[src/rtl/led_pattern_player.sv]
// led_pattern_player
//   Multi-channel LED pattern sequencer. Each channel replays a loadable bit
//   pattern (bit i shown at step i) of programmable length, looping or playing
//   once. A shared prescaler sets the step rate.
// Ports:
//   CLK          system clock (single domain)
//   reset        synchronous, active-high
//   hold         freezes prescaler and all channels
//   load         one-cycle strobe writing channel load_ch (out-of-range ignored)
//   load_pattern pattern bits, load_len step count (0 = idle, clamped to PAT_LEN)
//   load_oneshot 1 = play once then stop, 0 = loop
//   led          registered LED outputs, busy = channel playing,
//   done         one-cycle pulse when a one-shot channel finishes

// Per-channel state and step logic.
module led_pattern_channel #(
  parameter int               PAT_LEN    = 32,
  parameter int               LW         = 6,
  parameter int               IW         = 5,
  parameter logic [PAT_LEN-1:0] RST_PAT  = '0,
  parameter int               RST_LEN    = 0,
  parameter bit               RST_ACTIVE = 1'b0
) (
  input  logic               CLK,
  input  logic               reset,
  input  logic               tick,
  input  logic               ld,
  input  logic [PAT_LEN-1:0] ld_pattern,
  input  logic [LW-1:0]      ld_len,
  input  logic               ld_oneshot,
  output logic               led,
  output logic               busy,
  output logic               done
);
  logic [PAT_LEN-1:0] pat, pat_n;
  logic [LW-1:0]      len, len_n, len_clamp, idx_inc;
  logic [IW-1:0]      idx, idx_n;
  logic               oneshot, oneshot_n, active, active_n, done_n, led_n;

  always_comb begin
    pat_n     = pat;
    len_n     = len;
    oneshot_n = oneshot;
    idx_n     = idx;
    active_n  = active;
    done_n    = 1'b0;
    len_clamp = (ld_len > LW'(PAT_LEN)) ? LW'(PAT_LEN) : ld_len;
    // idx+1 < len avoids the len-1 underflow when len is 0
    idx_inc   = LW'(idx) + LW'(1);
    if (ld) begin
      // a load on a tick edge wins: restart at bit 0, no step, no done
      pat_n     = ld_pattern;
      len_n     = len_clamp;
      oneshot_n = ld_oneshot;
      idx_n     = '0;
      active_n  = (len_clamp != '0);
    end else if (tick && active) begin
      if (idx_inc < len) begin
        idx_n = idx + IW'(1);
      end else if (!oneshot) begin
        idx_n = '0;
      end else begin
        idx_n    = '0;
        active_n = 1'b0;
        done_n   = 1'b1;
      end
    end
    // LED reflects the next step on the same edge idx changes
    led_n = active_n & pat_n[idx_n];
  end

  always_ff @(posedge CLK) begin
    if (reset) begin
      pat     <= RST_PAT;
      len     <= LW'(RST_LEN);
      oneshot <= 1'b0;
      idx     <= '0;
      active  <= RST_ACTIVE;
      led     <= RST_ACTIVE & RST_PAT[0];
      done    <= 1'b0;
    end else begin
      pat     <= pat_n;
      len     <= len_n;
      oneshot <= oneshot_n;
      idx     <= idx_n;
      active  <= active_n;
      led     <= led_n;
      done    <= done_n;
    end
  end

  assign busy = active;
endmodule

module led_pattern_player #(
  parameter int                 CHANNELS      = 1,
  parameter int                 PAT_LEN       = 32,
  parameter int                 STEP_CYCLES   = 2097152,
  parameter logic [PAT_LEN-1:0] RESET_PATTERN = 'h0547_7715,
  parameter int                 RESET_LEN     = 32,
  localparam int                CW = (CHANNELS > 1) ? $clog2(CHANNELS) : 1,
  localparam int                LW = $clog2(PAT_LEN + 1)
) (
  input  logic                CLK,
  input  logic                reset,
  input  logic                hold,
  input  logic                load,
  input  logic [CW-1:0]       load_ch,
  input  logic [PAT_LEN-1:0]  load_pattern,
  input  logic [LW-1:0]       load_len,
  input  logic                load_oneshot,
  output logic [CHANNELS-1:0] led,
  output logic [CHANNELS-1:0] busy,
  output logic [CHANNELS-1:0] done
);
  localparam int PW = (STEP_CYCLES > 1) ? $clog2(STEP_CYCLES) : 1;
  localparam int IW = (PAT_LEN > 1) ? $clog2(PAT_LEN) : 1;

  logic [PW-1:0] count;
  logic          last, tick;

  assign last = (count == PW'(STEP_CYCLES - 1));
  assign tick = last && !hold;

  // Free-running prescaler; loads do not disturb its phase.
  always_ff @(posedge CLK) begin
    if (reset)      count <= '0;
    else if (!hold) count <= last ? '0 : count + PW'(1);
  end

  // load_ch values past CHANNELS-1 match no instance and are dropped.
  for (genvar g = 0; g < CHANNELS; g++) begin : g_ch
    led_pattern_channel #(
      .PAT_LEN   (PAT_LEN),
      .LW        (LW),
      .IW        (IW),
      .RST_PAT   ((g == 0) ? RESET_PATTERN : '0),
      .RST_LEN   ((g == 0) ? RESET_LEN : 0),
      .RST_ACTIVE(g == 0)
    ) u_ch (
      .CLK       (CLK),
      .reset     (reset),
      .tick      (tick),
      .ld        (load && (load_ch == CW'(g))),
      .ld_pattern(load_pattern),
      .ld_len    (load_len),
      .ld_oneshot(load_oneshot),
      .led       (led[g]),
      .busy      (busy[g]),
      .done      (done[g])
    );
  end
endmodule

[config.mk]
export PLATFORM = sky130hd
export DESIGN_NAME = led_pattern_player
export DESIGN_NICKNAME = d
export VERILOG_FILES = /design/src/rtl/led_pattern_player.sv
export SDC_FILE = /design/constraint.sdc
export NUM_CORES = 1
export LEC_CHECK = 0
export CORE_UTILIZATION = 35
export CTS_CLUSTER_DIAMETER = 100
export DETAILED_ROUTE_END_ITERATION = 8
export GPL_ROUTABILITY_DRIVEN = 1
export PLACE_DENSITY_LB_ADDON = 0.15
export SLEW_MARGIN = 20
export SYNTH_ARGS = -nofsm -noshare
export SYNTH_HDL_FRONTEND = slang
export SYNTH_SLANG_ARGS = --single-unit
[constraint.sdc]
create_clock -name CLK -period 3 [get_ports CLK]
set_input_delay 0.6 -clock CLK [delete_from_list [all_inputs] [get_ports CLK]]
set_output_delay 0.6 -clock CLK [all_outputs]
set_load 0.02 [all_outputs]
==> results by stage <==
Run status:
- The flow ran to the end, but the final reports show violations.
- The checks that failed: setup timing.

GRT:
- The total overflow left after global routing is 0.
- The pin count of the biggest net entering global routing is 42.
- The number of antenna violations at the first check in global routing is 0.
- The number of global-route vias before repair is 3,115.
- Across every metal layer, demand over resource in global routing totals 0.1916.
- The wire length of the first global-routing pass is 15.31 mm.

Timing:
- The highest clock rate is 327.5 MHz.
- The final hold violation count is 0.
- The count of final max-slew check failures was 0.
- The worst slew margin relative to its limit is 0.6328.
- At the pin with the least slew margin, the transition time is 547.5 ps.
- Final hold analysis gives a worst-case slack of 453.6 ps.
- Setup repair after global routing could not meet its margin everywhere.
- Setup violations remaining at the end of the flow were counted as 1.
- The worst-case clock skew is 7.226 ps.
- The smallest clock period supported by the final layout is computed as 3053 ps.
- The minimum setup slack in the final design is -53.13 ps.
- The final worst-path cycle share is 1.018.

Power and ir drop:
- The worst-case IR drop observed on VDD is 196.6 uV.
- The internal power of the cells totals 0.001427 W.
- The combinational share of power is 0.108.
- The share of total power dissipated in sequential elements is 0.498.
- Of the total power, the clock network draws 0.394.
- The total leakage power is 1.906 nW.
- Dividing total power by cell area gives a power density of 402.1 nW/um^2.
- Of the total power, the share spent switching nets is 0.2544.
- The net switching power figure is 0.0004868 W.
- The design draws 0.001913 W.

Min path:
- The worst hold path startpoint is g_ch[0].u_ch.len[3].
- The path with the worst hold slack has its endpoint at g_ch[0].u_ch.len[3].
- The cell depth of the worst hold path is 2.
- The classification of the worst-slack hold path is reg2reg.

Logic synthesis:
- The number of warnings issued by yosys is 0.
- The synthesized netlist cell count is 419.
- For this run, asynchronously set or reset flops after synthesis account for 0.
- The synthesized netlist net count is 470.
- In this run the cell area of the synthesized design comes to 3473 sq um.
- The share of the Yosys chip area taken by registers is 0.3919.
- For this run, the leading register cell type out of synthesis is sky130_fd_sc_hd__dfxtp_1.
- Yosys mapped a number of flops with a built-in enable equal to 0.
- The synthesized design contains 68 register bits.
- The average footprint of a synthesized cell is 8.290 sq um.
- The count of distinct cell types in the synthesized netlist is 71.

Die:
- The initial cell density of the core is 0.3689.
- The die extent in y is 101.6 microns.
- The placeable core region is 9415 sq um.
- The initialized floorplan defines 35 standard-cell rows.
- The floorplan step set the die width to 101.6 microns.
- The boundary pin count is 47.
- The overall die area is 10,330 sq um.

Clock tree:
- The later pin in the worst-skew pair is clocked with a latency of 350 ps.
- The clock tree root driver cell is sky130_fd_sc_hd__clkbuf_8.
- The clock slew at the register clock pins of the worst setup and hold paths is 80 ps.
- The largest buffer count on any clock path is 2.
- TritonCTS built the clock tree.
- The CTS buffer count is 9.
- The maximum level of the CTS H-tree is 3.
- The number of sinks on the clock net is 68.

Worst setup path:
- At the worst endpoint, the required time is 3250 ps.
- The worst register-to-register path ends at g_ch[0].u_ch.led.
- The startpoint of the worst register-to-register path is g_ch[0].u_ch.idx[0].
- Measured in cells, the most critical reg-to-reg path has a length of 15.
- The path type of the worst setup path is reg2reg.
- The worst setup path is captured at a flip-flop.
- In this run the worst path has a maximum fanout of 7.
- Data arrives at the worst endpoint at 3300 ps.
- For flop-to-flop paths, the worst setup slack is -50 ps.
- STA classifies the critical path startpoint as a flip-flop.

Final layout:
- The final core utilization is 0.5054.
- The total number of nets in the final design is 555.
- The repair_antennas step left the layout with diodes totalling 0.
- The share of cells above drive strength 1 is 0.2122.
- Relative to the synthesized area, the layout overhead comes to 37.00%.

Run:
- The number of maximum-capacitance constraint violations is 0.

Route:
- The total detailed-routing wirelength is 9.181 mm.
- The post-detailed-route via-to-cell ratio is 5.058.
- For this run, the detailed router's first-pass iteration total came to 4.
- The via count of the routed design is 3,227.
- The initial detailed-routing violation count is 125.
- After detailed routing, the number of remaining DRC violations is 0.
- Dividing the detail-routed wire length by the instance count gives 14.39 microns.
- The post-detailed-route count of antenna-violating nets is 0.

Placement:
- Buffers placed on the I/O ports in this run total 46.
- The routability congestion estimate from global placement is 0.8754.
- After legalization and detailed placement, the total HPWL measured 6.637 mm.
- At the placement stage, the worst setup path has a slack of -239.2 ps.
[layout by cell type, fill, tap and decap left out, types with 3 or more instances in the layout]
| master | n |
|---|---|
| sky130_fd_sc_hd__a21o_1 | 3 |
| sky130_fd_sc_hd__a21oi_1 | 38 |
| sky130_fd_sc_hd__and2_1 | 3 |
| sky130_fd_sc_hd__and3_1 | 3 |
| sky130_fd_sc_hd__and4_1 | 4 |
| sky130_fd_sc_hd__buf_4 | 45 |
| sky130_fd_sc_hd__clkbuf_8 | 9 |
| sky130_fd_sc_hd__clkdlybuf4s50_1 | 46 |
| sky130_fd_sc_hd__clkinvlp_4 | 4 |
| sky130_fd_sc_hd__dfxtp_1 | 65 |
| sky130_fd_sc_hd__ha_1 | 3 |
| sky130_fd_sc_hd__ha_4 | 4 |
| sky130_fd_sc_hd__inv_1 | 9 |
| sky130_fd_sc_hd__mux2i_1 | 4 |
| sky130_fd_sc_hd__nand2_1 | 87 |
| sky130_fd_sc_hd__nand3_1 | 11 |
| sky130_fd_sc_hd__nand3b_1 | 18 |
| sky130_fd_sc_hd__nand4_1 | 5 |
| sky130_fd_sc_hd__nor2_1 | 35 |
| sky130_fd_sc_hd__nor3_1 | 8 |
| sky130_fd_sc_hd__o21ai_0 | 4 |
| sky130_fd_sc_hd__o21ai_1 | 5 |
| sky130_fd_sc_hd__or3_1 | 3 |
| sky130_fd_sc_hd__xnor2_1 | 11 |
| sky130_fd_sc_hd__xor2_1 | 7 |
[power by group through the flow]
stage | logic, W | registers, W | clock network (W)
after CTS | 0.000207 | 0.000954 | 0.000774
after detailed placement | 0.000197 | 0.000975 | 0
final | 0.000206 | 0.000954 | 0.000754
after global placement | 0.000194 | 0.000976 | 0
after global routing | 0.000227 | 0.000957 | 0.000821
after floorplan | 0.0000995 | 0.000971 | 0
[through the flow]
step                      setup TNS [ps]  instances  instance area (sq um)
after floorplan                        0        419                   3492
after global placement            -234.7        613                   4323
after detailed placement          -239.2        613                   4323
after CTS                              0        638                   4742
after global routing              -176.3        638                   4758
final                             -53.13        638                   4758
[what timing repair did]
item / in CTS / in global routing
hold endpoints to repair: 0 / 0
buffers inserted: 9 / 0
pin swaps: 22 / 0
endpoints found under the setup margin: 1 / 1
hold buffers: 0 / 0
resized for setup: 29 / 2
[registers in the layout (all words and copies together) (netlist names)]
name,cells
g_ch.u_ch.pat,32
count,21
g_ch.u_ch.len,6
g_ch.u_ch.idx,5
g_ch.u_ch.busy,1
g_ch.u_ch.done,1
g_ch.u_ch.led,1
g_ch.u_ch.oneshot,1
[synthesized netlist by cell type (3+ instances only)]
library cell	number	share of area
sky130_fd_sc_hd__nand2_1	87	0.094
sky130_fd_sc_hd__and4_1	4	0.010
sky130_fd_sc_hd__nor2_1	35	0.038
sky130_fd_sc_hd__or2_2	3	0.0054
sky130_fd_sc_hd__xnor2_1	11	0.028
sky130_fd_sc_hd__inv_1	9	0.0097
sky130_fd_sc_hd__clkbuf_1	12	0.013
sky130_fd_sc_hd__or3_1	3	0.0054
sky130_fd_sc_hd__nand3b_1	18	0.039
sky130_fd_sc_hd__nor2b_1	4	0.0072
sky130_fd_sc_hd__xor2_1	8	0.020
sky130_fd_sc_hd__ha_1	7	0.025
sky130_fd_sc_hd__a211oi_1	3	0.0065
sky130_fd_sc_hd__mux2i_1	4	0.012
sky130_fd_sc_hd__nor3_1	8	0.012
sky130_fd_sc_hd__nand3_1	13	0.019
sky130_fd_sc_hd__o21ai_1	4	0.0058
sky130_fd_sc_hd__a21o_1	3	0.0065
sky130_fd_sc_hd__a311oi_1	3	0.0076
sky130_fd_sc_hd__o21ai_0	5	0.0072
sky130_fd_sc_hd__a21oi_1	38	0.055
sky130_fd_sc_hd__dfxtp_1	68	0.39
sky130_fd_sc_hd__buf_1	4	0.0043
sky130_fd_sc_hd__and2_1	3	0.0054
sky130_fd_sc_hd__nand4_1	5	0.0090
sky130_fd_sc_hd__and3_1	3	0.0054
[routing by layer]
metal,vias up,share of wire,global-route usage,wire (microns)
met4,0,0.013,0.06466,116
li1,1636,-,-,-
met1,1508,0.46,0.2463,4250
met5,-,0,0,0
met2,69,0.48,0.3124,4380
met3,14,0.047,0.04831,434
[final cells by class]
type                       count  area [sq um]
fill                         922          4657
multi-input combinational    324          2193
sequential                    68          1368
timing repair buffer          92         809.5
tap                          129         161.4
clock buffer                  10         127.6
clock inverter                 6         65.06
inverter                       9         33.78
[worst max path at each step]
stage,startpoint,endpoint,depth (start not counted)
floorplan,g_ch[0].u_ch.idx[0],g_ch[0].u_ch.led,13
global placement,g_ch[0].u_ch.idx[1],g_ch[0].u_ch.led,12
detailed placement,g_ch[0].u_ch.idx[0],g_ch[0].u_ch.led,13
CTS,g_ch[0].u_ch.idx[1],g_ch[0].u_ch.led,13
global route,g_ch[0].u_ch.idx[0],g_ch[0].u_ch.led,15
finish,g_ch[0].u_ch.idx[0],g_ch[0].u_ch.led,15
[cell families after synthesis]
kind of cell / synth area share
AO/OA/AOI/OAI: 0.1545
XOR/XNOR: 0.04791
adder cells (fa/ha/maj): 0.02521
buffers and inverters: 0.03062
flip-flops: 0.3919
multiplexers: 0.01909
AND/OR/NAND/NOR: 0.3307
[critical path: stages, from the launching register on]
cell and delay (ps):
sky130_fd_sc_hd__dfxtp_4 350, sky130_fd_sc_hd__buf_4 130, sky130_fd_sc_hd__nand3_1 100, sky130_fd_sc_hd__buf_4 130, sky130_fd_sc_hd__nor2_1 50, sky130_fd_sc_hd__or2_4 240
sky130_fd_sc_hd__ha_4 150, sky130_fd_sc_hd__a21o_1 190, sky130_fd_sc_hd__a211oi_4 300, sky130_fd_sc_hd__o2111ai_1 170, sky130_fd_sc_hd__buf_4 190, sky130_fd_sc_hd__a21oi_1 150
sky130_fd_sc_hd__o21ai_1 90, sky130_fd_sc_hd__a2111oi_2 380, sky130_fd_sc_hd__a311oi_1 80, sky130_fd_sc_hd__o2111a_1 250
Power figures use the tool's default switching activity.
